File: config.mk
export PLATFORM = sky130hd
export DESIGN_NAME = mbuf_pipe
export DESIGN_NICKNAME = d
export VERILOG_FILES = /design/src/rtl/mbuf_pkg.sv /design/src/rtl/mbuf_stage.sv /design/src/rtl/mbuf_pipe.sv
export SDC_FILE = /design/constraint.sdc
export NUM_CORES = 1
export LEC_CHECK = 0
export BUFFER_PORTS_ARGS = -buffer_cell sky130_fd_sc_hd__clkbuf_2
export CAP_MARGIN = 5
export CORE_MARGIN = 4
export CORE_UTILIZATION = 50
export DETAILED_ROUTE_END_ITERATION = 16
export PLACE_DENSITY = 0.78
export SYNTH_ARGS = -nofsm -noshare
export SYNTH_HDL_FRONTEND = slang
export SYNTH_SLANG_ARGS = --single-unit
File: constraint.sdc
create_clock -name clk -period 1.96 [get_ports clk]
set_input_delay 0.196 -clock clk [delete_from_list [all_inputs] [get_ports clk]]
set_output_delay 0.196 -clock clk [all_outputs]
set_load 0.02 [all_outputs]
File: src/rtl/mbuf_pkg.sv
// mbuf_pkg: shared sizing helpers and default dimensions for the mbuf pipeline
package mbuf_pkg;
    localparam int DEF_WIDTH = 8;
    localparam int DEF_DEPTH = 2;

    function automatic int occ_width(input int depth);
        return $clog2(depth + 1);
    endfunction

    function automatic logic inv_parity(input logic [31:0] mask);
        return ^mask;
    endfunction
endpackage

File: src/rtl/mbuf_stage.sv
// mbuf_stage: one elastic register slot that optionally inverts the word it captures
module mbuf_stage
    import mbuf_pkg::*;
#(
    parameter int   WIDTH = DEF_WIDTH,
    parameter logic INV   = 1'b0
) (
    input  logic             clk,
    input  logic             reset,
    input  logic             flush,
    input  logic             up_valid,
    input  logic [WIDTH-1:0] up_data,
    output logic             up_ready,
    output logic             dn_valid,
    output logic [WIDTH-1:0] dn_data,
    input  logic             dn_ready
);
    assign up_ready = !dn_valid | dn_ready;

    // flush drops the valid bit only; the data register keeps its last word
    always_ff @(posedge clk) begin
        if (reset) begin
            dn_valid <= 1'b0;
            dn_data  <= '0;
        end else if (flush) begin
            dn_valid <= 1'b0;
        end else if (up_ready) begin
            dn_valid <= up_valid;
            if (up_valid) dn_data <= up_data ^ {WIDTH{INV}};
        end
    end
endmodule

File: src/rtl/mbuf_pipe.sv
// mbuf_pipe: DEPTH-stage elastic register pipeline with valid/ready handshakes,
// per-stage inversion, synchronous flush and occupancy reporting
module mbuf_pipe
    import mbuf_pkg::*;
#(
    parameter int               WIDTH    = DEF_WIDTH,
    parameter int               DEPTH    = DEF_DEPTH,
    parameter logic [DEPTH-1:0] INV_MASK = {DEPTH{1'b1}}
) (
    input  logic                         clk,
    input  logic                         reset,
    input  logic                         flush,
    input  logic                         in_valid,
    input  logic [WIDTH-1:0]             in_data,
    output logic                         in_ready,
    output logic                         out_valid,
    output logic [WIDTH-1:0]             out_data,
    input  logic                         out_ready,
    output logic [occ_width(DEPTH)-1:0]  occupancy
);
    localparam int OW = occ_width(DEPTH);

    logic [DEPTH-1:0]            v;
    logic [DEPTH-1:0]            up_rdy;
    logic [DEPTH-1:0]            dn_rdy;
    logic [DEPTH-1:0][WIDTH-1:0] d;
    logic                        push;

    // stage k may advance when the exit is open or any stage downstream of it is empty;
    // computed from the valid bits directly so no combinational chain runs through the stages
    always_comb begin
        dn_rdy = '0;
        for (int k = 0; k < DEPTH; k++) dn_rdy[k] = out_ready | (|(~v >> (k + 1)));
    end

    // any ready stage implies stage 0 is ready, so the OR equals the head's ready
    assign in_ready  = (|up_rdy) & !flush & !reset;
    assign push      = in_valid & in_ready;
    assign out_valid = v[DEPTH-1];
    assign out_data  = d[DEPTH-1];

    always_comb begin
        occupancy = '0;
        for (int k = 0; k < DEPTH; k++) occupancy = occupancy + OW'(v[k]);
    end

    for (genvar k = 0; k < DEPTH; k++) begin : g_stage
        logic             up_v;
        logic [WIDTH-1:0] up_d;
        if (k == 0) begin : g_head
            assign up_v = push;
            assign up_d = in_data;
        end else begin : g_tail
            assign up_v = v[k-1];
            assign up_d = d[k-1];
        end
        mbuf_stage #(
            .WIDTH(WIDTH),
            .INV  (INV_MASK[k])
        ) u_stage (
            .clk     (clk),
            .reset   (reset),
            .flush   (flush),
            .up_valid(up_v),
            .up_data (up_d),
            .up_ready(up_rdy[k]),
            .dn_valid(v[k]),
            .dn_data (d[k]),
            .dn_ready(dn_rdy[k])
        );
    end
endmodule

==> flow_summary.yaml <==
detailed_routing:
  ant_nets: 0
  routedWlPerCell_um: 14.2
  first_pass_iters: 4
  drc: 0
  totalWireLength_um: 1560
  num_vias: 622
  viasPerCell: 5.65
  drt_iter0_drc: 11
cts:
  cts_tree: "built"
  clockRootBuffer: "clkbuf_4"
  cts_setup_buffers: 0
  htree_levels: 1
  cts-resized-gates: 0
  ctsHoldBuffers: 0
  cts.sinks: 18
  clk_path_buf_depth: 2
  cts_buffers: 3
  clkLatencyLatePin_ns: 0.30
  clkSlewWorstSetupHoldPaths_ns: 0.10
timing:
  whs_ns: 0.0740
  drv_slew: 0
  setup_viol: 0
  maxSlewHeadroom_pct: 67.3
  tns_ns: 0
  max_freq_mhz: 656
  finalHoldViolCount: 0
  setup_ws_ns: 0.436
  rsz0062_at_grt: "no"
  fin_worst_skew_ns: 0.00601
  min_period_ns: 1.52
  finalCritPeriodShare_pct: 77.8
  worst_pin_slew_ns: 0.489
setup_path:
  cp-end-kind: "primary output"
  r2r_end: "g_stage[0].u_stage.dn_data[2]$_SDFFE_PP0P_"
  cp.required_ns: 1.76
  path_max_fanout: 10
  rrSetupSlack_ns: 0.62
  arrival_ns: 1.33
  critical_path.startpoint_type: "flop"
  r2r_start: "g_stage[0].u_stage.dn_valid$_SDFFE_PP0P_"
  reg2reg_depth: 3
  worst-setup-path-type: "reg -> out"
synthesis:
  mappedNetlistArea_um2: 727
  yosysWarnings: 0
  synth_fp_nets: 84
  synth_edf_count: 0
  yosysUniqueCellTypes: 18
  synthArstFlopShare_pct: 0
  synthCells: 70
  ys_seq_area_share_pct: 49.6
  synth_most_common_cell: "dfxtp_1"
  yosys_most_used_dff: "dfxtp_1"
  synth_top_cells_by_count: "dfxtp_1, a21oi_1, a211oi_2"
  yosys.area.top_type: "dfxtp_1"
  syn_area_per_cell_um2: 10.4
  synth_seq_cells: 18
  synth.top_cell.area_share_pct: 49.6
  synthTopCellsByArea: "dfxtp_1, a211oi_2, a21oi_1, a211oi_1, and2b_1"
floorplanning:
  start_util_pct: 54.5
  core_area_um2: 1330
  die_x_um: 46.1
  die_y_um: 46.1
  die_area_um2: 2130
  row_count: 13
  ios: 25
power_and_ir_drop:
  leakagePower_uw: 0.000365
  vdd_drop_max_mv: 0.389
  p_per_area_nw_per_um2: 802
global_routing:
  gr-total-overflow: 0
  grt_max_degree: 20
  grt_pass1_wl_um: 2530
  first_global_vias: 570
  antenna_found_initial: 0
  grt_use_total_pct: 17.0
cells_and_area:
  final_cells: 110
  postLayoutCoreUtil_pct: 66.3
  fill_cells: 123
  diodes: 0
  drive_above_1_share_pct: 40.0
  area_growth_pct: 21.7
  final_nets: 110
place:
  gp_congestion: 0.740
  dp_hpwl_um: 1130
  dp_slack_ns: 0.637
  portBuffers: 24
  placed_cells: 106
run_status:
  outcome: "completed"
worst_hold_path:
  worstHoldPathType: "in -> reg"
  holdPathStages: 2
  min_to: "g_stage[0].u_stage.dn_data[3]$_SDFFE_PP0P_"
  min_from: "in_data[3]"
flow_run:
  drv_cap: 0
==> per-layer routing <==
| metal | up-vias | global-route usage, % | routed length, um |
|---|---|---|---|
| met4 | 0 | 10.2 | 39 |
| met1 | 285 | 20.1 | 688 |
| met2 | 20 | 26.9 | 743 |
| met3 | 5 | 4.69 | 85 |
| met5 | - | 0 | 0 |
| li1 | 312 | - | - |
==> cell type report <==
class                   count  area (um2)  share of cell area, %
clock buffers               4        36.3                   4.10
multi-input cells          48         342                   38.6
flip-flops and latches     18         360                   40.7
well taps                  15        18.8                   2.12
repair buffers             25         128                   14.4
==> cell families (layout without fill, tap and decap cells) <==
| group | Yosys count | in the layout | synth area share [%] |
|---|---|---|---|
| buffers and inverters | 4 | 29 | 3.44 |
| flip-flops | 18 | 18 | 49.6 |
| adder cells (fa/ha/maj) | 1 | 1 | 1.72 |
| AO/OA/AOI/OAI | 33 | 33 | 33.0 |
| AND/OR/NAND/NOR | 14 | 14 | 12.2 |
==> critical path, cell delays in order, from the launching register on <==
cell	delay [ns]
dfxtp_1	0.44
nand3b_2	0.22
nor3b_1	0.20
clkbuf_2	0.17
==> layout by cell type, fill, tap and decap left out <==
| cell type | instances |
|---|---|
| a211oi_1 | 6 |
| clkbuf_8 | 1 |
| nor3_1 | 2 |
| and2b_1 | 2 |
| nand2b_1 | 2 |
| a211oi_2 | 8 |
| clkbuf_2 | 24 |
| a21oi_1 | 17 |
| nor2_1 | 2 |
| nand3b_2 | 1 |
| and2_1 | 1 |
| o21ai_0 | 2 |
| nor2b_1 | 1 |
| or3_1 | 2 |
| dfxtp_1 | 18 |
| buf_4 | 1 |
| clkbuf_4 | 3 |
| nor3b_1 | 1 |
| ha_1 | 1 |
==> state kept, by name, indices dropped and copies added (netlist names) <==
| signal | flops |
|---|---|
| g_stage.u_stage.dn_valid | 2 |
| g_stage.u_stage.dn_data | 16 |
==> where the power goes <==
part / internal [uW] / switching [uW] / leakage, uW
registers: 383 / 9.89 / 0.000147
logic: 37.2 / 51.0 / 0.000196
clock network: 113 / 114 / 0.0000210
==> worst max-delay path by stage <==
stage,from,end,slack [ns],cells past startpoint
floorplan,g_stage[1].u_stage.dn_valid$_SDFFE_PP0P_,in_ready,0.63,2
global placement,g_stage[0].u_stage.dn_valid$_SDFFE_PP0P_,g_stage[0].u_stage.dn_data[3]$_SDFFE_PP0P_,0.71,3
detailed placement,g_stage[0].u_stage.dn_valid$_SDFFE_PP0P_,g_stage[0].u_stage.dn_data[2]$_SDFFE_PP0P_,0.64,3
CTS,g_stage[0].u_stage.dn_valid$_SDFFE_PP0P_,in_ready,0.43,3
global route,g_stage[0].u_stage.dn_valid$_SDFFE_PP0P_,in_ready,0.34,3
finish,g_stage[0].u_stage.dn_valid$_SDFFE_PP0P_,in_ready,0.44,3
==> per-stage QoR <==
stage / area [um2] / total power [uW]
global route: 885 / 743
global placement: 848 / 488
floorplan: 727 / 461
detailed placement: 848 / 491
finish: 885 / 709
CTS: 885 / 714
(Power assumes the default switching activity.)
